[src/rtl/pixel_readout_pkg.sv]
// Shared definitions for the pixel array readout: pixel width and FSM state encoding.
package pixel_readout_pkg;

  localparam int PIXEL_W = 8;

  localparam logic [2:0] S_IDLE    = 3'd0;
  localparam logic [2:0] S_SELECT  = 3'd1;
  localparam logic [2:0] S_CAPTURE = 3'd2;
  localparam logic [2:0] S_STREAM  = 3'd3;
  localparam logic [2:0] S_FINISH  = 3'd4;

  function automatic int idx_width(input int range);
    return (range > 1) ? $clog2(range) : 1;
  endfunction

endpackage

[src/rtl/pixel_row_buffer.sv]
// Holds one captured row of pixels and muxes out the pixel chosen by sel.
module pixel_row_buffer
  import pixel_readout_pkg::*;
#(
  parameter int WIDTH = 2
) (
  input  logic                                clk,
  input  logic                                rst_n,
  input  logic                                load,
  input  logic [WIDTH*PIXEL_W-1:0]            row_in,
  input  logic [idx_width(WIDTH)-1:0]         sel,
  output logic [PIXEL_W-1:0]                  data_out
);

  logic [PIXEL_W-1:0] buf_q [WIDTH];

  // Pixel 0 sits in the most significant byte of the row bus.
  always_ff @(posedge clk or negedge rst_n) begin
    if (!rst_n) begin
      for (int i = 0; i < WIDTH; i++) buf_q[i] <= '0;
    end else if (load) begin
      for (int i = 0; i < WIDTH; i++) buf_q[i] <= row_in[(WIDTH-1-i)*PIXEL_W +: PIXEL_W];
    end
  end

  assign data_out = buf_q[sel];

endmodule

[src/rtl/pixel_readout.sv]
// Row-by-row readout of a pixel array: select row, let it settle, capture, stream pixels.
module pixel_readout
  import pixel_readout_pkg::*;
#(
  parameter int PIXEL_ARRAY_WIDTH  = 2,
  parameter int PIXEL_ARRAY_HEIGHT = 2,
  parameter int SETTLE_CYCLES      = 2
) (
  input  logic                                  CLK,
  input  logic                                  RESET_N,
  input  logic                                  START,
  input  logic [PIXEL_ARRAY_WIDTH*PIXEL_W-1:0]  ROW_DATA,
  output logic [PIXEL_ARRAY_HEIGHT-1:0]         READ_ROW,
  output logic [PIXEL_W-1:0]                    OUT_DATA,
  output logic                                  OUT_VALID,
  input  logic                                  OUT_READY,
  output logic                                  OUT_LAST,
  output logic                                  BUSY,
  output logic                                  DONE
);

  localparam int ROW_W = idx_width(PIXEL_ARRAY_HEIGHT);
  localparam int PIX_W = idx_width(PIXEL_ARRAY_WIDTH);
  localparam int SET_W = idx_width(SETTLE_CYCLES);

  localparam logic [ROW_W-1:0] LAST_ROW    = ROW_W'(PIXEL_ARRAY_HEIGHT - 1);
  localparam logic [PIX_W-1:0] LAST_PIX    = PIX_W'(PIXEL_ARRAY_WIDTH - 1);
  localparam logic [SET_W-1:0] LAST_SETTLE = SET_W'(SETTLE_CYCLES - 1);

  logic [2:0]       state_q, state_d;
  logic [ROW_W-1:0] row_q, row_d;
  logic [PIX_W-1:0] pix_q, pix_d;
  logic [SET_W-1:0] settle_q, settle_d;
  logic [PIXEL_W-1:0] buf_data;

  always_ff @(posedge CLK or negedge RESET_N) begin
    if (!RESET_N) begin
      state_q  <= S_IDLE;
      row_q    <= '0;
      pix_q    <= '0;
      settle_q <= '0;
    end else begin
      state_q  <= state_d;
      row_q    <= row_d;
      pix_q    <= pix_d;
      settle_q <= settle_d;
    end
  end

  always_comb begin
    state_d  = state_q;
    row_d    = row_q;
    pix_d    = pix_q;
    settle_d = settle_q;
    case (state_q)
      S_IDLE: begin
        if (START) begin
          state_d  = S_SELECT;
          row_d    = '0;
          settle_d = '0;
        end
      end
      S_SELECT: begin
        if (settle_q == LAST_SETTLE) state_d = S_CAPTURE;
        else                         settle_d = settle_q + 1'b1;
      end
      S_CAPTURE: begin
        state_d = S_STREAM;
        pix_d   = '0;
      end
      S_STREAM: begin
        if (OUT_READY) begin
          if (pix_q != LAST_PIX) begin
            pix_d = pix_q + 1'b1;
          end else if (row_q == LAST_ROW) begin
            state_d = S_FINISH;
          end else begin
            state_d  = S_SELECT;
            row_d    = row_q + 1'b1;
            settle_d = '0;
          end
        end
      end
      S_FINISH: state_d = S_IDLE;
      default:  state_d = S_IDLE;
    endcase
  end

  // Row buffer is loaded on the edge that leaves CAPTURE, while READ is still driven.
  pixel_row_buffer #(
    .WIDTH (PIXEL_ARRAY_WIDTH)
  ) u_row_buffer (
    .clk      (CLK),
    .rst_n    (RESET_N),
    .load     (state_q == S_CAPTURE),
    .row_in   (ROW_DATA),
    .sel      (pix_q),
    .data_out (buf_data)
  );

  always_comb begin
    READ_ROW = '0;
    if (state_q == S_SELECT || state_q == S_CAPTURE) READ_ROW[row_q] = 1'b1;
  end

  assign OUT_VALID = (state_q == S_STREAM);
  assign OUT_DATA  = OUT_VALID ? buf_data : '0;
  assign OUT_LAST  = OUT_VALID && (row_q == LAST_ROW) && (pix_q == LAST_PIX);
  assign BUSY      = (state_q != S_IDLE);
  assign DONE      = (state_q == S_FINISH);

endmodule
[config.mk]
export PLATFORM = sky130hd
export DESIGN_NAME = pixel_readout
export DESIGN_NICKNAME = d
export VERILOG_FILES = /design/src/rtl/pixel_readout_pkg.sv /design/src/rtl/pixel_row_buffer.sv /design/src/rtl/pixel_readout.sv
export SDC_FILE = /design/constraint.sdc
export NUM_CORES = 1
export LEC_CHECK = 0
export BUFFER_PORTS_ARGS = -buffer_cell sky130_fd_sc_hd__buf_2
export CAP_MARGIN = 20
export CORE_ASPECT_RATIO = 1.25
export CORE_MARGIN = 8
export CORE_UTILIZATION = 53
export CTS_CLUSTER_SIZE = 16
export DETAILED_ROUTE_END_ITERATION = 8
export HOLD_SLACK_MARGIN = 0.08
export PLACE_DENSITY = 0.9
export SLEW_MARGIN = 15
export SYNTH_ARGS = -nofsm -noshare
export SYNTH_HDL_FRONTEND = slang
export SYNTH_SLANG_ARGS = --single-unit
[constraint.sdc]
create_clock -name CLK -period 3.1 [get_ports CLK]
set_input_delay 0.775 -clock CLK [delete_from_list [all_inputs] [get_ports CLK]]
set_output_delay 0.775 -clock CLK [all_outputs]
set_load 0.01 [all_outputs]
==> metrics.md <==
| Metric | Value |
|---|---|
| Pwr dens | `1160 nW/um^2` |
| Run status | `complete, no violations` |
| Register area | `551 um^2` |
| Netlist cell types | `29` |
| Worst Hold Class | `primary input to async pin` |
| CP Launch Type | `flip-flop` |
| Area contributors post-synth | `dfrtp_1 49%, mux2_4 12%, mux2i_1 8.0%, mux2_2 7.0%, nor2_1 2.7%` |
| Area delta synth->final | `15.9%` |
| Number of synthesized flops with an enable pin | `0` |
| Htree depth | `1` |
| Largest area contributor in the netlist | `dfrtp_1` |
| DRT Pass-1 Iters | `4` |
| GRT Total Usage | `13.2%` |
| Setup bufs post-CTS | `0` |
| CTS Buf Count | `3` |
| Synthesized netlist net count | `111` |
| Number of max-cap violations | `0` |
| GPL Wtd Cong | `0.869` |
| Layout cells sized above 1 | `47.1%` |
| FMAX | `0.419 GHz` |
| Final Hold Vio Count | `0` |
| Hold Slack | `0.399 ns` |
| Multi-input gate area | `497 um^2` |
| Vias/cell | `5.65` |
| Die ar. | `3860 um^2` |
| Worst EP required | `2.32 ns` |
| DPL Wire Length | `1.80 mm` |
| Leak Pwr | `0.665 nW` |
| Starting DRT DRC Count | `24` |
| Worst Setup SP | `state_q[0]` |
| Fillers | `166` |
| Routed len/inst | `16.6 um` |
| Clock Pin Slew Worst Setup and Hold Paths | `0.12 ns` |
| CP top delay family | `simple AND/OR/NAND/NOR gates` |
| Core area | `1980 um^2` |
| I/O pins | `34` |
| CTS Root Cell | `clkbuf_4` |
| NetSw | `560 uW` |
| GRT overflow | `0` |
| Worst VDD drop | `0.638 mV` |
| Fin Setup TNS | `0 ns` |
| CP Class | `flip-flop to output port` |
| Die height | `67.5 um` |
| Area after DPL | `1250 um^2` |
| Initial antenna violation count | `0` |
| Synth cell count leaders | `22 x dfrtp_1, 9 x mux2_4, 9 x mux2i_1, 8 x nor2_1, 7 x mux2_2` |
| Worst endpoint data arrival time | `1.61 ns` |
| Largest net degree at the start of global routing | `23` |
| PortBufs | `33` |
| Final period utilization | `77.0%` |
| Row count | `18` |
| Clock tree buffer depth | `2` |
| Hold buffers post-CTS | `0` |
| Comb pwr share | `46.9%` |
| Final instance area | `1300 um^2` |
| Synth top area share | `49.1%` |
| Clk sink count | `22` |
| Final min period | `2.39 ns` |
| Drt total wl | `2.34 mm` |
| Number of remaining DRC errors | `0` |
| Post-Syn Area per Cell | `12.3 um^2` |
| Critical Path Fanout Max | `11` |
| Clock Power Share | `14.2%` |
| Post-cts gate resize count | `0` |
| Via count | `796` |
| Most frequent cell after synthesis | `dfrtp_1` |
| Syn Inst Count | `91` |
| Clock Skews | `0.00728 ns` |
| Tot Pwr | `1.51 mW` |
| Internal | `954 uW` |
| Post-route ant nets | `0` |
| Die X | `57.2 um` |
| Slowest CP cell | `dfrtp_1` |
| Seq/Total Area, Yosys | `49.1%` |
| Seq pwr share | `38.8%` |
| Skew-Pair Late Insertion Delay | `0.30 ns` |
| Bufs and invs on worst path | `1` |
| Sw frac | `37.0%` |
| RSZ-0062 raised after global routing | `false` |
| Slowest stage delay, CP | `0.51 ns` |
| Worst-margin pin slew | `0.525 ns` |
| Final #Nets | `142` |
| Critical path endpoint category | `output port` |
| Mapped cell area | `1120 um^2` |
| Top FF cell, synth | `dfrtp_1` |
| Worst-path cell chain | `nor2b_1, nand2_1, nor3_1, buf_2` |
| Source of the worst register-to-register timing path | `pix_q` |
| Yosys warning total | `0` |
| Synth Register Bits | `22` |
| CTS tree | `built` |
| Final setup vio count | `0` |
| First-pass GRT wire length | `4.08 mm` |
| Ant. Diodes | `0` |
| Slew headroom | `65.0%` |
| Max Slew Vio Count | `0` |
| Synth async-reset ratio | `100%` |
| Initial Util | `56.6%` |
| Vias in the first global route | `888` |
-- final timing paths --
kind	endpoint	slack, ns	depth (start not counted)
worst max-delay path	OUT_LAST	0.71	4
worst min-delay path	u_row_buffer.buf_q[7]	0.40	1
worst max register to register	settle_q	1.59	3
worst min register to register	u_row_buffer.buf_q[10]	0.52	1
max in group asynchronous	state_q[0]	2.37	1
min in group CLK	u_row_buffer.buf_q[10]	0.52	1
-- routing by layer --
layer  routed length [um]  track usage, %
met1                 1000            15.2
met3                  152            4.50
met4                   13            5.59
met2                 1170            22.0
met5                    0               0
-- state kept, by name, indices dropped and copies added, names as in the netlist --
register and count:
state_q 3, u_row_buffer.buf_q 16, row_q 1, settle_q 1, pix_q 1
-- power groups by stage --
stage / combinational (mW) / clock (mW) / sequential [mW]
floorplan: 0.651 / 0 / 0.493
global route: 0.785 / 0.237 / 0.612
CTS: 0.720 / 0.220 / 0.585
global placement: 0.695 / 0 / 0.572
detailed placement: 0.717 / 0 / 0.589
finish: 0.710 / 0.215 / 0.588
-- per-stage QoR --
step	setup slack, ns	std cells	utilization, %
after floorplan	1.20	91	-
final	0.712	141	65.7
after CTS	0.724	141	65.7
after global placement	1.14	137	63.0
after detailed placement	1.07	137	63.0
after global routing	0.563	141	65.7
-- cell type report --
class | instances | share of cell area, %
inverter | 3 | 0.865
tap | 20 | 1.92
sequential | 22 | 42.3
clock inverter | 1 | 2.31
clock buffer | 3 | 1.73
timing repair buffer | 33 | 12.7
multi-input combinational | 59 | 38.2
-- kinds of logic after synthesis --
logic type	count (synthesis)	synth area share (%)
buffers and inverters	10	6.69
AND/OR/NAND/NOR	26	11.9
AO/OA/AOI/OAI	7	4.46
flip-flops	22	49.1
multiplexers	25	27.1
XOR/XNOR	1	0.781
-- placed cells by master, fill, tap and decap left out, types with 2 or more instances in the layout --
master / count
nor3_1: 4
o21ai_0: 2
mux2i_1: 9
dfrtp_1: 22
mux2_4: 9
nand2_1: 4
buf_2: 33
nor2b_1: 2
mux2_2: 7
clkbuf_4: 3
inv_1: 3
nor2_1: 8
Note: power is estimated with default switching activity, not from simulation.
